**src/rtl/mem_ctrl_pkg.sv**
```systemverilog
// Shared definitions for the MEM-stage sub-word access sequencer.
package mem_ctrl_pkg;

  localparam int unsigned HALF_W = 16;

  // Sequencer states; encodings are fixed so traces read the same across tools.
  typedef enum logic [1:0] {
    IDLE  = 2'd0,
    LD_RD = 2'd1,
    SH_RD = 2'd2,
    SH_WR = 2'd3
  } state_t;

  // Halfword lane select taken from byte-address bit 1 (big-endian lanes).
  localparam logic LANE_HI = 1'b0;  // bits [31:16]
  localparam logic LANE_LO = 1'b1;  // bits [15:0]

endpackage

```
**src/rtl/hw_lane_sel.sv**
```systemverilog
// Halfword lane merge/extract: replaces the addressed halfword of a word and
// returns the addressed halfword sign-extended to the full word width.
module hw_lane_sel
  import mem_ctrl_pkg::*;
#(
  parameter int unsigned data_size = 32
) (
  input  logic [data_size-1:0] word,
  input  logic                 lane,
  input  logic [HALF_W-1:0]    new_half,
  output logic [data_size-1:0] merged_c,
  output logic [data_size-1:0] ext_half_c
);

  localparam int unsigned EXT_W = data_size - HALF_W;

  logic [HALF_W-1:0] half_c;

  // Lane steering for both the store merge and the load extract.
  always_comb begin
    merged_c = word;
    half_c   = word[HALF_W-1:0];
    if (lane == LANE_HI) begin
      merged_c[data_size-1 -: HALF_W] = new_half;
      half_c                          = word[data_size-1 -: HALF_W];
    end else begin
      merged_c[HALF_W-1:0] = new_half;
    end
    ext_half_c = {{EXT_W{half_c[HALF_W-1]}}, half_c};
  end

endmodule

```
**src/rtl/mem_subword_ctrl.sv**
```systemverilog
// MEM-stage sequencer: one-cycle sw, two-cycle lw/lh, three-cycle sh via
// read-modify-write against a synchronous-read, word-addressed data memory.
// Outputs are combinational on purpose: the memory and the pipeline need
// dm_wen/dm_addr/mem_stall in the same cycle the instruction sits in MEM.
module mem_subword_ctrl
  import mem_ctrl_pkg::*;
#(
  parameter int unsigned data_size = 32,
  parameter int unsigned addr_size = 16
) (
  input  logic                 clk,
  input  logic                 rst,
  input  logic                 M_MemtoReg,
  input  logic                 M_MemWrite,
  input  logic                 M_lh,
  input  logic                 M_sh,
  input  logic [data_size-1:0] M_ALU_result,
  input  logic [data_size-1:0] M_Rt_data,
  input  logic [data_size-1:0] dm_rdata,
  output logic [addr_size-1:0] dm_addr,
  output logic                 dm_wen,
  output logic [data_size-1:0] dm_wdata,
  output logic                 mem_stall,
  output logic [data_size-1:0] M_ld_data,
  output logic                 M_ld_valid
);

  state_t               state_q;
  state_t               state_d;
  logic [data_size-1:0] merge_q;
  logic [data_size-1:0] ld_hold_q;
  logic [data_size-1:0] merged_c;
  logic [data_size-1:0] ext_half_c;
  logic [data_size-1:0] ld_val_c;
  logic                 unused_addr_bits;

  // Word address straight from the byte address; EX/M is held during a sequence.
  assign dm_addr          = M_ALU_result[addr_size+1:2];
  assign unused_addr_bits = ^{M_ALU_result[0], M_ALU_result[data_size-1:addr_size+2]};

  // One lane unit serves both the lh extract and the sh merge of dm_rdata.
  hw_lane_sel #(
    .data_size(data_size)
  ) u_lane (
    .word      (dm_rdata),
    .lane      (M_ALU_result[1]),
    .new_half  (M_Rt_data[HALF_W-1:0]),
    .merged_c  (merged_c),
    .ext_half_c(ext_half_c)
  );

  assign ld_val_c = M_lh ? ext_half_c : dm_rdata;

  // State register.
  always_ff @(posedge clk) begin
    if (rst) begin
      state_q <= IDLE;
    end else begin
      state_q <= state_d;
    end
  end

  // Merge word for sh and last load result, held for the next cycles.
  always_ff @(posedge clk) begin
    if (rst) begin
      merge_q   <= '0;
      ld_hold_q <= '0;
    end else begin
      if (state_q == SH_RD) begin
        merge_q <= merged_c;
      end
      if (state_q == LD_RD) begin
        ld_hold_q <= ld_val_c;
      end
    end
  end

  // Next-state and memory/pipeline controls; stores win over loads in IDLE.
  always_comb begin
    state_d    = state_q;
    dm_wen     = 1'b0;
    dm_wdata   = '0;
    mem_stall  = 1'b0;
    M_ld_valid = 1'b0;
    M_ld_data  = ld_hold_q;

    case (state_q)
      IDLE: begin
        if (M_MemWrite) begin
          if (M_sh) begin
            mem_stall = 1'b1;
            state_d   = SH_RD;
          end else begin
            dm_wen   = 1'b1;
            dm_wdata = M_Rt_data;
          end
        end else if (M_MemtoReg) begin
          mem_stall = 1'b1;
          state_d   = LD_RD;
        end
      end
      LD_RD: begin
        M_ld_valid = 1'b1;
        M_ld_data  = ld_val_c;
        state_d    = IDLE;
      end
      SH_RD: begin
        mem_stall = 1'b1;
        state_d   = SH_WR;
      end
      SH_WR: begin
        dm_wen   = 1'b1;
        dm_wdata = merge_q;
        state_d  = IDLE;
      end
      default: begin
        state_d = IDLE;
      end
    endcase

    // Reset quiets the memory and pipeline controls and drops any sequence.
    if (rst) begin
      state_d    = IDLE;
      dm_wen     = 1'b0;
      dm_wdata   = '0;
      mem_stall  = 1'b0;
      M_ld_valid = 1'b0;
      M_ld_data  = '0;
    end
  end

endmodule

```
**config.mk**
```make
export PLATFORM = sky130hd
export DESIGN_NAME = mem_subword_ctrl
export DESIGN_NICKNAME = d
export VERILOG_FILES = /design/src/rtl/mem_ctrl_pkg.sv /design/src/rtl/hw_lane_sel.sv /design/src/rtl/mem_subword_ctrl.sv
export SDC_FILE = /design/constraint.sdc
export NUM_CORES = 1
export LEC_CHECK = 0
export BUFFER_PORTS_ARGS = -buffer_cell sky130_fd_sc_hd__buf_2
export CORE_MARGIN = 8
export CORE_UTILIZATION = 30
export CTS_BUF_LIST = sky130_fd_sc_hd__clkbuf_2 sky130_fd_sc_hd__clkbuf_4 sky130_fd_sc_hd__clkbuf_8
export DETAILED_ROUTE_END_ITERATION = 16
export PLACE_DENSITY_LB_ADDON = 0.15
export SYNTH_ARGS = -nofsm -noshare
export SYNTH_HDL_FRONTEND = slang
export SYNTH_SLANG_ARGS = --single-unit
```
**constraint.sdc**
```tcl
create_clock -name clk -period 2.1 [get_ports clk]
set_clock_uncertainty 0.15 [all_clocks]
set_input_delay 0.315 -clock clk [delete_from_list [all_inputs] [get_ports clk]]
set_output_delay 0.315 -clock clk [all_outputs]
set_load 0.02 [all_outputs]
```
==> impl_results.md <==
- Status: complete, but fails checks
- Violated checks: negative setup slack
- CTS max path bufs: 2
- Worst r2r path cells: 7
- Number of global-route vias before repair: 3,622
- FFs w/ async S/R, synth: 0
- WS Path Type: register to output port
- Most used flip-flop cell after synthesis: dfxtp_1
- Fillers: 1,135
- Max-cap violation count: 0
- CP peak stage delay: about 370 ps
- Final WL: roughly 14 mm
- Gr usage total: 0.160
- Footprint of the multi-input gates: ~2500 um2
- Relative slew slack: 0.630
- WP data arrival: between 1500 and 2000 ps
- Avg Inst Size Synth: just under 9 um2
- Core ar.: ~12,000 um2
- Area delta synth->final: 60.6%
- Final setup vio count: 65
- Achievable Freq: between 0.4 and 0.5 GHz
- RSZ-0062 raised after global routing: yes
- Synth cell types: 30
- Clk root buf: clkbuf_8
- Final Worst Setup Slack: -161 ps
- P_sw: between 0.0015 and 0.002 W
- Post-CTS Hold Fix Bufs: 0
- Global-route wire length before repair: between 20 and 25 mm
- Finished Cell Area: between 5000 and 6000 um2
- Fin crit share: 1.08
- Antenna cell count: 0
- Ys Warns: 0
- Critical path peak fanout: 8
- Final core occ: 0.487
- Slew @ Worst Pin: between 500 and 600 ps
- Mapped Area: roughly 3600 um2
- Post-synth EDFFs: 0
- VDD IR max: ~0.38 mV
- Detailed placement HPWL: ~9 mm
- Largest net degree at the start of global routing: 60
- Critical path launch point type: register
- Mapped Cells: ~410
- Pre-CTS setup slack: 71.9 ps
- Number of nets still failing antenna checks after routing: 0
- Post-synth top cells: 98 x nor2_1, 66 x dfxtp_1, 54 x a211oi_1
- Clock network power share: 0.209
- Post-synthesis sequential area ratio: 0.367
- P_leak: about 2.3 nW
- PD cells: a little over 800 nW/um2
- Worst EP required: approximately 1600 ps
- Crit path time final: about 2300 ps
- Pint: slightly below 0.003 W
- DR WL/cell: just under 20 um
- DR vias: about 3,500
- Remaining global-route overflow: 0
- Hold depth: 3
- Nets: roughly 640
- DRT Pass-1 Iters: 5
- Seq cells post-synth: 66
- Crit-path slowest cell: dfxtp_4
- Area of the die: between 15,000 and 20,000 um2
- Count leader, synth: nor2_1
- Register area: about 1300 um2
- Clk_lat worst skew: ~340 ps
- Endpoint type of the worst setup path: output port
- Mapped Nets: 515
- Core Rows: 40
- Sink Count: 66
- Post-DP Area: 4340 um2
- Clock slew at reported path FFs: 70 ps
- DRC viols: 0
- Final Hold Viols: 0
- Port Buf Inserts: 137
- Share of cells above drive strength 1: 0.556
- Number of vias per cell: approximately 5
- Seq pwr share: 0.335
- Top cell type's share of synthesized area: 0.367
- Chip width: 126 um
- Sw frac: 0.376
- Top-Level Pins: ~190
- Ranking of synthesized cells by area: dfxtp_1 37%, mux2i_1 13%, a211oi_1 11%, nor2_1 10%, a22oi_1 6.5%
- Initial Utilization: 0.303
- Tot Pwr: about 0.0047 W
- Critical path cell sequence: inv_4 > ha_4 > and3b_4 > clkbuf_16 > a22oi_2 > nor2_4 > buf_6
- Yosys top cell by area: dfxtp_1
- CTS buffer count: 9
- GP Congestion: 0.761
- Combinational power share: 0.457
- HP Class: input port to register
- DRT iter0 DRCs: ~130
- Count of pins over their slew limit: 0
- CTS tree: yes
- CTS H-tree depth: 3
- Antenna violations before repair: 0
- Die H: roughly 130 um
==> state kept, by name, summed over array words and instances, names as in the netlist <==
register / flops
ld_hold_q: 32
merge_q: 32
state_q: 2
==> power groups by stage <==
stage	sequential, W	clock (W)	combinational, W
after global routing	0.00161	0.00107	0.00232
after floorplan	0.00157	0	0.00100
after detailed placement	0.00159	0	0.00142
after CTS	0.00158	0.00102	0.00191
final	0.00158	0.000989	0.00216
after global placement	0.00159	0	0.00140
==> area by class of cell <==
cell class,count,share of cell area
Sequential cell,66,0.230
Timing Repair Buffer,174,0.274
Multi-Input combinational cell,283,0.432
Tap cell,147,0.0318
Inverter,2,0.00217
Clock buffer,12,0.0275
Clock inverter,3,0.00260
==> stage by stage <==
step | hold slack [ps] | TNS, ps | cells
global placement | 318 | 0 | 651
floorplan | 313 | 0 | 408
global route | 142 | -10560 | 687
detailed placement | 324 | 0 | 651
finish | 149 | -6650 | 687
CTS | 129 | -7930 | 678
==> per-layer routing <==
metal	part of all wire	global-route usage
met2	0.47	0.245
met4	0.011	0.0587
met3	0.061	0.0535
met5	0	0
met1	0.45	0.203
==> logic make-up (layout without fill, tap and decap cells) <==
family          Yosys count  in the layout  share of synthesized area
compound gates          103            103                      0.228
fa+ha+maj                 5              5                     0.0174
buf+inv                  59            191                     0.0970
flops                    66             66                      0.367
mux                      49             49                      0.138
simple gates            126            126                      0.152
==> cells in the final DEF (no fill, tap or decap), types with 2 or more instances in the layout <==
cell type,instances
buf_16,3
buf_6,39
buf_8,2
clkinv_2,3
mux2i_1,47
nor2_1,65
nor2_4,24
nand2b_1,19
dfxtp_1,64
a211oi_4,6
ha_4,3
clkbuf_16,7
o21ai_0,2
buf_12,9
nor2_2,9
buf_2,72
nand2_1,2
inv_4,2
a22oi_2,31
buf_4,42
clkbuf_8,11
a211oi_2,26
a211oi_1,32
a21oi_1,2
==> critical path: cells and delay by family, from the launching register on <==
family	cells	cell delay [ps]
buffers and inverters	3	370
and+or+nand+nor	2	290
AOI/OAI and AO/OA	1	260
adders and majority gates	1	150
DFF	1	370
==> what timing repair did <==
action | in CTS | in global routing
buffers inserted | 8 | 4
gates resized for setup | 163 | 82
endpoints found under the setup margin | 65 | 65
pin swaps | 17 | 33
cloned | 4 | 7
==> path summary, 6_finish.rpt <==
path	slack, ps	startpoint	to
worst max register to register	410	state_q[0]$_SDFFE_PP0P_	state_q[1]$_SDFFE_PP0P_
worst min-delay path	150	dm_rdata[25]	ld_hold_q[25]$_DFF_P_
worst min register to register	350	merge_q[30]$_SDFFE_PP0P_	merge_q[30]$_SDFFE_PP0P_
worst max-delay path	-160	state_q[0]$_SDFFE_PP0P_	dm_wdata[12]
No activity file was read; power rests on OpenSTA's default activity.
